===== config.mk =====
export PLATFORM = sky130hd
export DESIGN_NAME = pe_link_arbiter_flat
export DESIGN_NICKNAME = d
export VERILOG_FILES = /design/src/rtl/pe_link_arbiter_if.sv /design/src/rtl/pe_link_arbiter.sv /design/src/flat_wrapper.sv
export SDC_FILE = /design/constraint.sdc
export NUM_CORES = 1
export LEC_CHECK = 0
export BUFFER_PORTS_ARGS = -buffer_cell sky130_fd_sc_hd__buf_2
export CAP_MARGIN = 10
export CORE_AREA = 4 4 261 263
export CTS_CLUSTER_SIZE = 30
export DETAILED_ROUTE_END_ITERATION = 10
export DIE_AREA = 0 0 265 267
export MAX_ROUTING_LAYER = met4
export PLACE_DENSITY_LB_ADDON = 0.25
export SKIP_LAST_GASP = 1
export SLEW_MARGIN = 10
export SYNTH_ARGS = -nofsm -noshare
export SYNTH_HDL_FRONTEND = slang
export SYNTH_SLANG_ARGS = --single-unit

===== constraint.sdc =====
create_clock -name clk -period 11.5 [get_ports clk]
set_clock_uncertainty 0.05 [all_clocks]
set_input_delay 1.15 -clock clk [delete_from_list [all_inputs] [get_ports clk]]
set_output_delay 1.15 -clock clk [all_outputs]
set_load 0.03 [all_outputs]

===== src/rtl/pe_link_arbiter_if.sv =====
// Handshake bundle for pe_link_arbiter: four requester ports, one shared
// output link and the grant vector. Optional beat_cnt: PE_ARB_BEAT_CNT_EN.
// Signals:
//   ap_start  : run enable.
//   in_data   : four payloads, port i at [i*DATA_WIDTH +: DATA_WIDTH].
//   in_valid  : per-port beat valid.
//   in_last   : per-port last-beat flag.
//   in_ready  : per-port beat accept.
//   out_data  : shared-link payload.
//   out_valid : shared-link beat valid.
//   out_last  : shared-link last flag.
//   out_ready : downstream accept.
//   grant     : one-hot link owner.
//   beat_cnt  : per-port accepted-beat counts (optional).
interface pe_link_arbiter_if #(
    parameter int DATA_WIDTH = 130,
    parameter int CNT_WIDTH  = 32
);
    logic                    ap_start;
    logic [4*DATA_WIDTH-1:0] in_data;
    logic [3:0]              in_valid;
    logic [3:0]              in_last;
    logic [3:0]              in_ready;
    logic [DATA_WIDTH-1:0]   out_data;
    logic                    out_valid;
    logic                    out_last;
    logic                    out_ready;
    logic [3:0]              grant;
`ifdef PE_ARB_BEAT_CNT_EN
    logic [4*CNT_WIDTH-1:0]  beat_cnt;
`endif

    modport master (
        output ap_start,
        output in_data,
        output in_valid,
        output in_last,
        output out_ready,
        input  in_ready,
        input  out_data,
        input  out_valid,
        input  out_last,
`ifdef PE_ARB_BEAT_CNT_EN
        input  beat_cnt,
`endif
        input  grant
    );

    modport slave (
        input  ap_start,
        input  in_data,
        input  in_valid,
        input  in_last,
        input  out_ready,
        output in_ready,
        output out_data,
        output out_valid,
        output out_last,
`ifdef PE_ARB_BEAT_CNT_EN
        output beat_cnt,
`endif
        output grant
    );
endinterface


===== src/rtl/pe_link_arbiter.sv =====
// Four-port packet-locked round-robin arbiter onto one registered link.
// Ports: clk, reset (async, active high), bus (pe_link_arbiter_if.slave).
// Optional per-port beat counters: define PE_ARB_BEAT_CNT_EN.
module pe_link_arbiter #(
    parameter int DATA_WIDTH = 130,
    parameter int CNT_WIDTH  = 32
) (
    input logic               clk,
    input logic               reset,
    pe_link_arbiter_if.slave  bus
);

    typedef enum logic {
        IDLE   = 1'b0,
        LOCKED = 1'b1
    } state_e;

    state_e                state_q, state_d;
    logic [3:0]            grant_q, grant_d;
    logic [1:0]            owner_q, owner_d;
    logic [DATA_WIDTH-1:0] odata_q, odata_d;
    logic                  ovalid_q, ovalid_d;
    logic                  olast_q, olast_d;

    logic [1:0]            gidx;
    logic [1:0]            win;
    logic                  win_vld;
    logic [1:0]            scan;
    logic [3:0]            rdy;
    logic                  acc;
    logic                  beat_last;

    // Index of the current owner; grant_q is one-hot in LOCKED.
    always_comb begin
        gidx = 2'd0;
        for (int i = 0; i < 4; i++) begin
            if (grant_q[i]) gidx = 2'(i);
        end
    end

    // Scan from farthest to nearest so the port right after the
    // previous owner overrides everything else.
    always_comb begin
        win     = owner_q;
        win_vld = 1'b0;
        scan    = owner_q;
        for (int k = 4; k >= 1; k--) begin
            scan = owner_q + 2'(k);
            if (bus.in_valid[scan]) begin
                win     = scan;
                win_vld = 1'b1;
            end
        end
    end

    assign rdy = (state_q == LOCKED)
               ? grant_q & {4{bus.ap_start & (~ovalid_q | bus.out_ready)}}
               : 4'b0000;

    assign acc       = |(bus.in_valid & rdy);
    assign beat_last = bus.in_last[gidx];

    always_comb begin
        state_d = state_q;
        grant_d = grant_q;
        owner_d = owner_q;
        unique case (state_q)
            IDLE: begin
                if (bus.ap_start && win_vld) begin
                    state_d = LOCKED;
                    grant_d = 4'b0001 << win;
                end
            end
            LOCKED: begin
                if (acc && beat_last) begin
                    state_d = IDLE;
                    grant_d = 4'b0000;
                    owner_d = gidx;
                end
            end
        endcase
    end

    // Output register: accept refills it, drain alone empties it.
    always_comb begin
        odata_d  = odata_q;
        olast_d  = olast_q;
        ovalid_d = ovalid_q;
        if (acc) begin
            odata_d  = bus.in_data[gidx*DATA_WIDTH +: DATA_WIDTH];
            olast_d  = beat_last;
            ovalid_d = 1'b1;
        end else if (bus.out_ready) begin
            ovalid_d = 1'b0;
        end
    end

    always_ff @(posedge clk or posedge reset) begin
        if (reset) begin
            state_q  <= IDLE;
            grant_q  <= 4'b0000;
            owner_q  <= 2'd3;
            odata_q  <= '0;
            olast_q  <= 1'b0;
            ovalid_q <= 1'b0;
        end else begin
            state_q  <= state_d;
            grant_q  <= grant_d;
            owner_q  <= owner_d;
            odata_q  <= odata_d;
            olast_q  <= olast_d;
            ovalid_q <= ovalid_d;
        end
    end

    assign bus.in_ready  = rdy;
    assign bus.out_data  = odata_q;
    assign bus.out_valid = ovalid_q;
    assign bus.out_last  = olast_q;
    assign bus.grant     = grant_q;

`ifdef PE_ARB_BEAT_CNT_EN
    logic [CNT_WIDTH-1:0] cnt_q [4];
    logic [CNT_WIDTH-1:0] cnt_d [4];

    always_comb begin
        for (int i = 0; i < 4; i++) begin
            cnt_d[i] = cnt_q[i];
            if (bus.in_valid[i] && rdy[i]) begin
                cnt_d[i] = cnt_q[i] + 1'b1;
            end
        end
    end

    always_ff @(posedge clk or posedge reset) begin
        if (reset) begin
            for (int i = 0; i < 4; i++) cnt_q[i] <= '0;
        end else begin
            for (int i = 0; i < 4; i++) cnt_q[i] <= cnt_d[i];
        end
    end

    always_comb begin
        bus.beat_cnt = '0;
        for (int i = 0; i < 4; i++) begin
            bus.beat_cnt[i*CNT_WIDTH +: CNT_WIDTH] = cnt_q[i];
        end
    end
`endif

endmodule


===== src/flat_wrapper.sv =====
// flat-port wrapper written by rule: the top's interface ports become plain ports
module pe_link_arbiter_flat 
#(
    parameter int DATA_WIDTH = 130,
    parameter int CNT_WIDTH  = 32
)
  (clk, reset, bus_ap_start, bus_in_data, bus_in_valid, bus_in_last, bus_out_ready, bus_in_ready, bus_out_data, bus_out_valid, bus_out_last, bus_grant);
  pe_link_arbiter_if #(.DATA_WIDTH(DATA_WIDTH), .CNT_WIDTH(CNT_WIDTH)) bus_i ();
  input logic clk;
  input logic reset;
  input wire logic [$bits(bus_i.ap_start)-1:0] bus_ap_start;
  input wire logic [$bits(bus_i.in_data)-1:0] bus_in_data;
  input wire logic [$bits(bus_i.in_valid)-1:0] bus_in_valid;
  input wire logic [$bits(bus_i.in_last)-1:0] bus_in_last;
  input wire logic [$bits(bus_i.out_ready)-1:0] bus_out_ready;
  output wire logic [$bits(bus_i.in_ready)-1:0] bus_in_ready;
  output wire logic [$bits(bus_i.out_data)-1:0] bus_out_data;
  output wire logic [$bits(bus_i.out_valid)-1:0] bus_out_valid;
  output wire logic [$bits(bus_i.out_last)-1:0] bus_out_last;
  output wire logic [$bits(bus_i.grant)-1:0] bus_grant;
  assign bus_i.ap_start = bus_ap_start;
  assign bus_i.in_data = bus_in_data;
  assign bus_i.in_valid = bus_in_valid;
  assign bus_i.in_last = bus_in_last;
  assign bus_i.out_ready = bus_out_ready;
  assign bus_in_ready = bus_i.in_ready;
  assign bus_out_data = bus_i.out_data;
  assign bus_out_valid = bus_i.out_valid;
  assign bus_out_last = bus_i.out_last;
  assign bus_grant = bus_i.grant;
  pe_link_arbiter #(.DATA_WIDTH(DATA_WIDTH), .CNT_WIDTH(CNT_WIDTH)) u_core (.clk(clk), .reset(reset), .bus(bus_i));
endmodule

==> metrics.cfg <==
[critical_path]
rrSetupSlack_ns=8.21
cp_slowest_cell=and3_1
path_buf_inv=2
r2r_end=u_core.owner_q[0]
critPathLaunchType=input pin
r2r_start=u_core.bus.grant[1]
crit_path_start=bus_out_ready
max_stage_delay_ns=0.29
cp_common_cell=buf_2
crit_fanout=4
cp-end-kind=primary output
criticalPathCategory=in2out
cpLargestDelayFamily=simple AND/OR/NAND/NOR gates
critPathRequiredTime_ns=10.30
ff2ff_path_depth=6
critPathArrivalTime_ns=2.11
cp_cell_sequence=buf_2, nand2b_1, and3_1, and2_1, buf_2

[floorplan]
die-width_um=265
placementRows=94
start_util_pct=13.8
die-height_um=267
dieArea_mm2=0.0708
core_mm2=0.0656
pin_count=672

[global_routing]
grt_pass1_wl_um=59300
grt_max_degree=148
antenna_found_initial=2
grt-ovfl-total=0
grt.total_usage_pct=11.3
grt_pass1_vias=10101

[synth]
yosysUniqueCellTypes=29
yosysTopAreaCellShare_pct=37.9
synth_top_cells_by_count=264 x mux2i_1, 264 x nand2_1, 260 x o21ai_0
yosys_warnings=0
synth_edf_count=0
async_reset_ff_share_pct=100
netlist_instances=1055
synth.yosys.seq_area_share_pct=38.5
yosysTopAreaCell=dfrtp_1
ys_ff_latch=139
netlist_area_mm2=0.00905
synth.area.top_cells=dfrtp_1 38%, mux2i_1 29%, o21ai_0 14%, nand2_1 11%, clkbuf_1 1.9%
synthFlopType=dfrtp_1
syn_nets=1587
synth.avg_cell_area_um2=8.57

[timing]
max_freq_mhz=302
slew_violations=0
timing.final.crit_share_pct=28.8
slew_headroom_pct=36.4
setup_tns_ns=0
final_hold_viol_count=0
worst_pin_slew_ns=0.954
fin_crit_ns=3.31
rsz0062_at_grt=false
setup_violations=0

[placed_design]
dp_hpwl_um=33600
gp_congestion=0.923
numPortBuffers=671
dp.cells=2512

[clock_tree]
clk_path_buf_depth=2
htreeDepth=4
cts_root_buf=clkbuf_16
cts_hold_buf=0
cts_tree=yes
clock_latency_ns=0.46
ctsResizeCount=0
numCtsBuffers=17
cts.clk_slew.worst_paths_ns=0.06
clkSinkCount=139
cts_setup_buffers=0

[power]
peakVddDrop_uv=111
total_power_mw=3.34
leakagePower_nw=6.53
p_per_area_mw_per_mm2=242

[finish]
nets=2199
drive_gt1_share_pct=42.9
instances_no_fill=2545
area_growth_pct=52.8

[route]
vias=9736
dr.pass1.iters=4
post-route-drc-count=0
wl_per_cell_um=16.3
drtIter0Drc=296
drt-total-wl_um=41500
antenna_left=0
viasPerCell=3.83

[worst_hold_path]
holdPathStages=2
hold_end=u_core.bus.out_data[122]
hp-start=u_core.bus.out_data[122]
hold_class=reg2reg

[run_status]
status=finished, final reports clean

[flow_run]
maxCapViolations=0

[state kept, by name, indices dropped and copies added (netlist names)]
name / count
u_core.bus.grant: 4
u_core.bus.out_data: 130
u_core.bus.out_last: 1
u_core.bus.out_valid: 1
u_core.owner_q: 2
u_core.state_q: 1
[layout by cell type (no fill, tap or decap), drive strengths merged]
| cell | count |
|---|---|
| o2111ai | 1 |
| nor3b | 1 |
| nor2 | 3 |
| clkinv | 5 |
| o21ai | 260 |
| nand3b | 2 |
| or3 | 1 |
| a21oi | 2 |
| clkbuf | 21 |
| clkinvlp | 3 |
| a21bo | 1 |
| nor2b | 1 |
| mux2i | 264 |
| a21o | 1 |
| buf | 683 |
| inv | 5 |
| o31ai | 1 |
| and2 | 4 |
| nand2 | 264 |
| diode | 1 |
| dfstp | 2 |
| dfrtp | 137 |
| a211o | 1 |
| a22o | 2 |
| and3 | 1 |
| nor3 | 2 |
| bufinv | 2 |
| nand2b | 4 |
| a31oi | 1 |
| a32o | 4 |
| or4 | 1 |
[per-stage QoR]
step / area (um2) / worst slack (ns) / hold slack, ns / utilization, %
after global placement: 13200 / 7.65 / 0.406 / 20.2
after detailed placement: 13200 / 7.58 / 0.415 / 20.2
final: 13800 / 8.19 / 0.420 / 21.1
after CTS: 13800 / 8.05 / 0.429 / 21.1
after floorplan: 9050 / 6.58 / 0.418 / -
after global routing: 13800 / 7.87 / 0.445 / 21.1
[how the worst max path moves through the flow]
| stage | end | slack (ns) | cells past startpoint |
|---|---|---|---|
| 2_1_floorplan | u_core.bus.grant[0] | 6.58 | 1 |
| 3_3_place_gp | u_core.owner_q[1] | 7.65 | 7 |
| 3_5_place_dp | u_core.owner_q[0] | 7.58 | 7 |
| 4_1_cts | u_core.owner_q[0] | 8.05 | 6 |
| 5_1_grt | u_core.owner_q[1] | 7.87 | 6 |
| 6_report | bus_in_ready[1] | 8.19 | 5 |
[power breakdown]
group	switching [mW]	internal (mW)
registers	0.160	0.718
clock network	0.230	0.324
logic	1.24	0.664
total	1.63	1.71
[layer usage]
layer / track usage (%) / vias to the layer above / share of wire (%)
met5: - / - / 0
met4: 3.90 / 0 / 2.8
met3: 3.90 / 47 / 8.4
met2: 19.7 / 438 / 51
met1: 12.1 / 4350 / 38
li1: - / 4901 / -
[cells by family after synthesis]
family                 count (synthesis)  share of synthesized area, %
multiplexers                         264                          29.2
flip-flops                           139                          38.5
buffers and inverters                 94                          4.36
AO/OA/AOI/OAI                        274                          15.7
AND/OR/NAND/NOR                      284                          12.3
[cell type report]
type | count | area [um2]
clock buffers | 21 | 450
inverters | 4 | 20.0
diodes | 1 | 2.50
clock inverters | 11 | 124
multi-input cells | 822 | 5190
fillers | 7428 | 51800
repair buffers | 683 | 3460
well taps | 864 | 1080
flip-flops and latches | 139 | 3490
[worst reg2reg max path, delay by kind of cell (launching register included)]
family | cells | cell delay (ns)
compound gates | 3 | 0.97
flops | 1 | 0.72
mux | 1 | 0.23
buf+inv | 2 | 1.25
No activity file was read; power rests on OpenSTA's default activity.
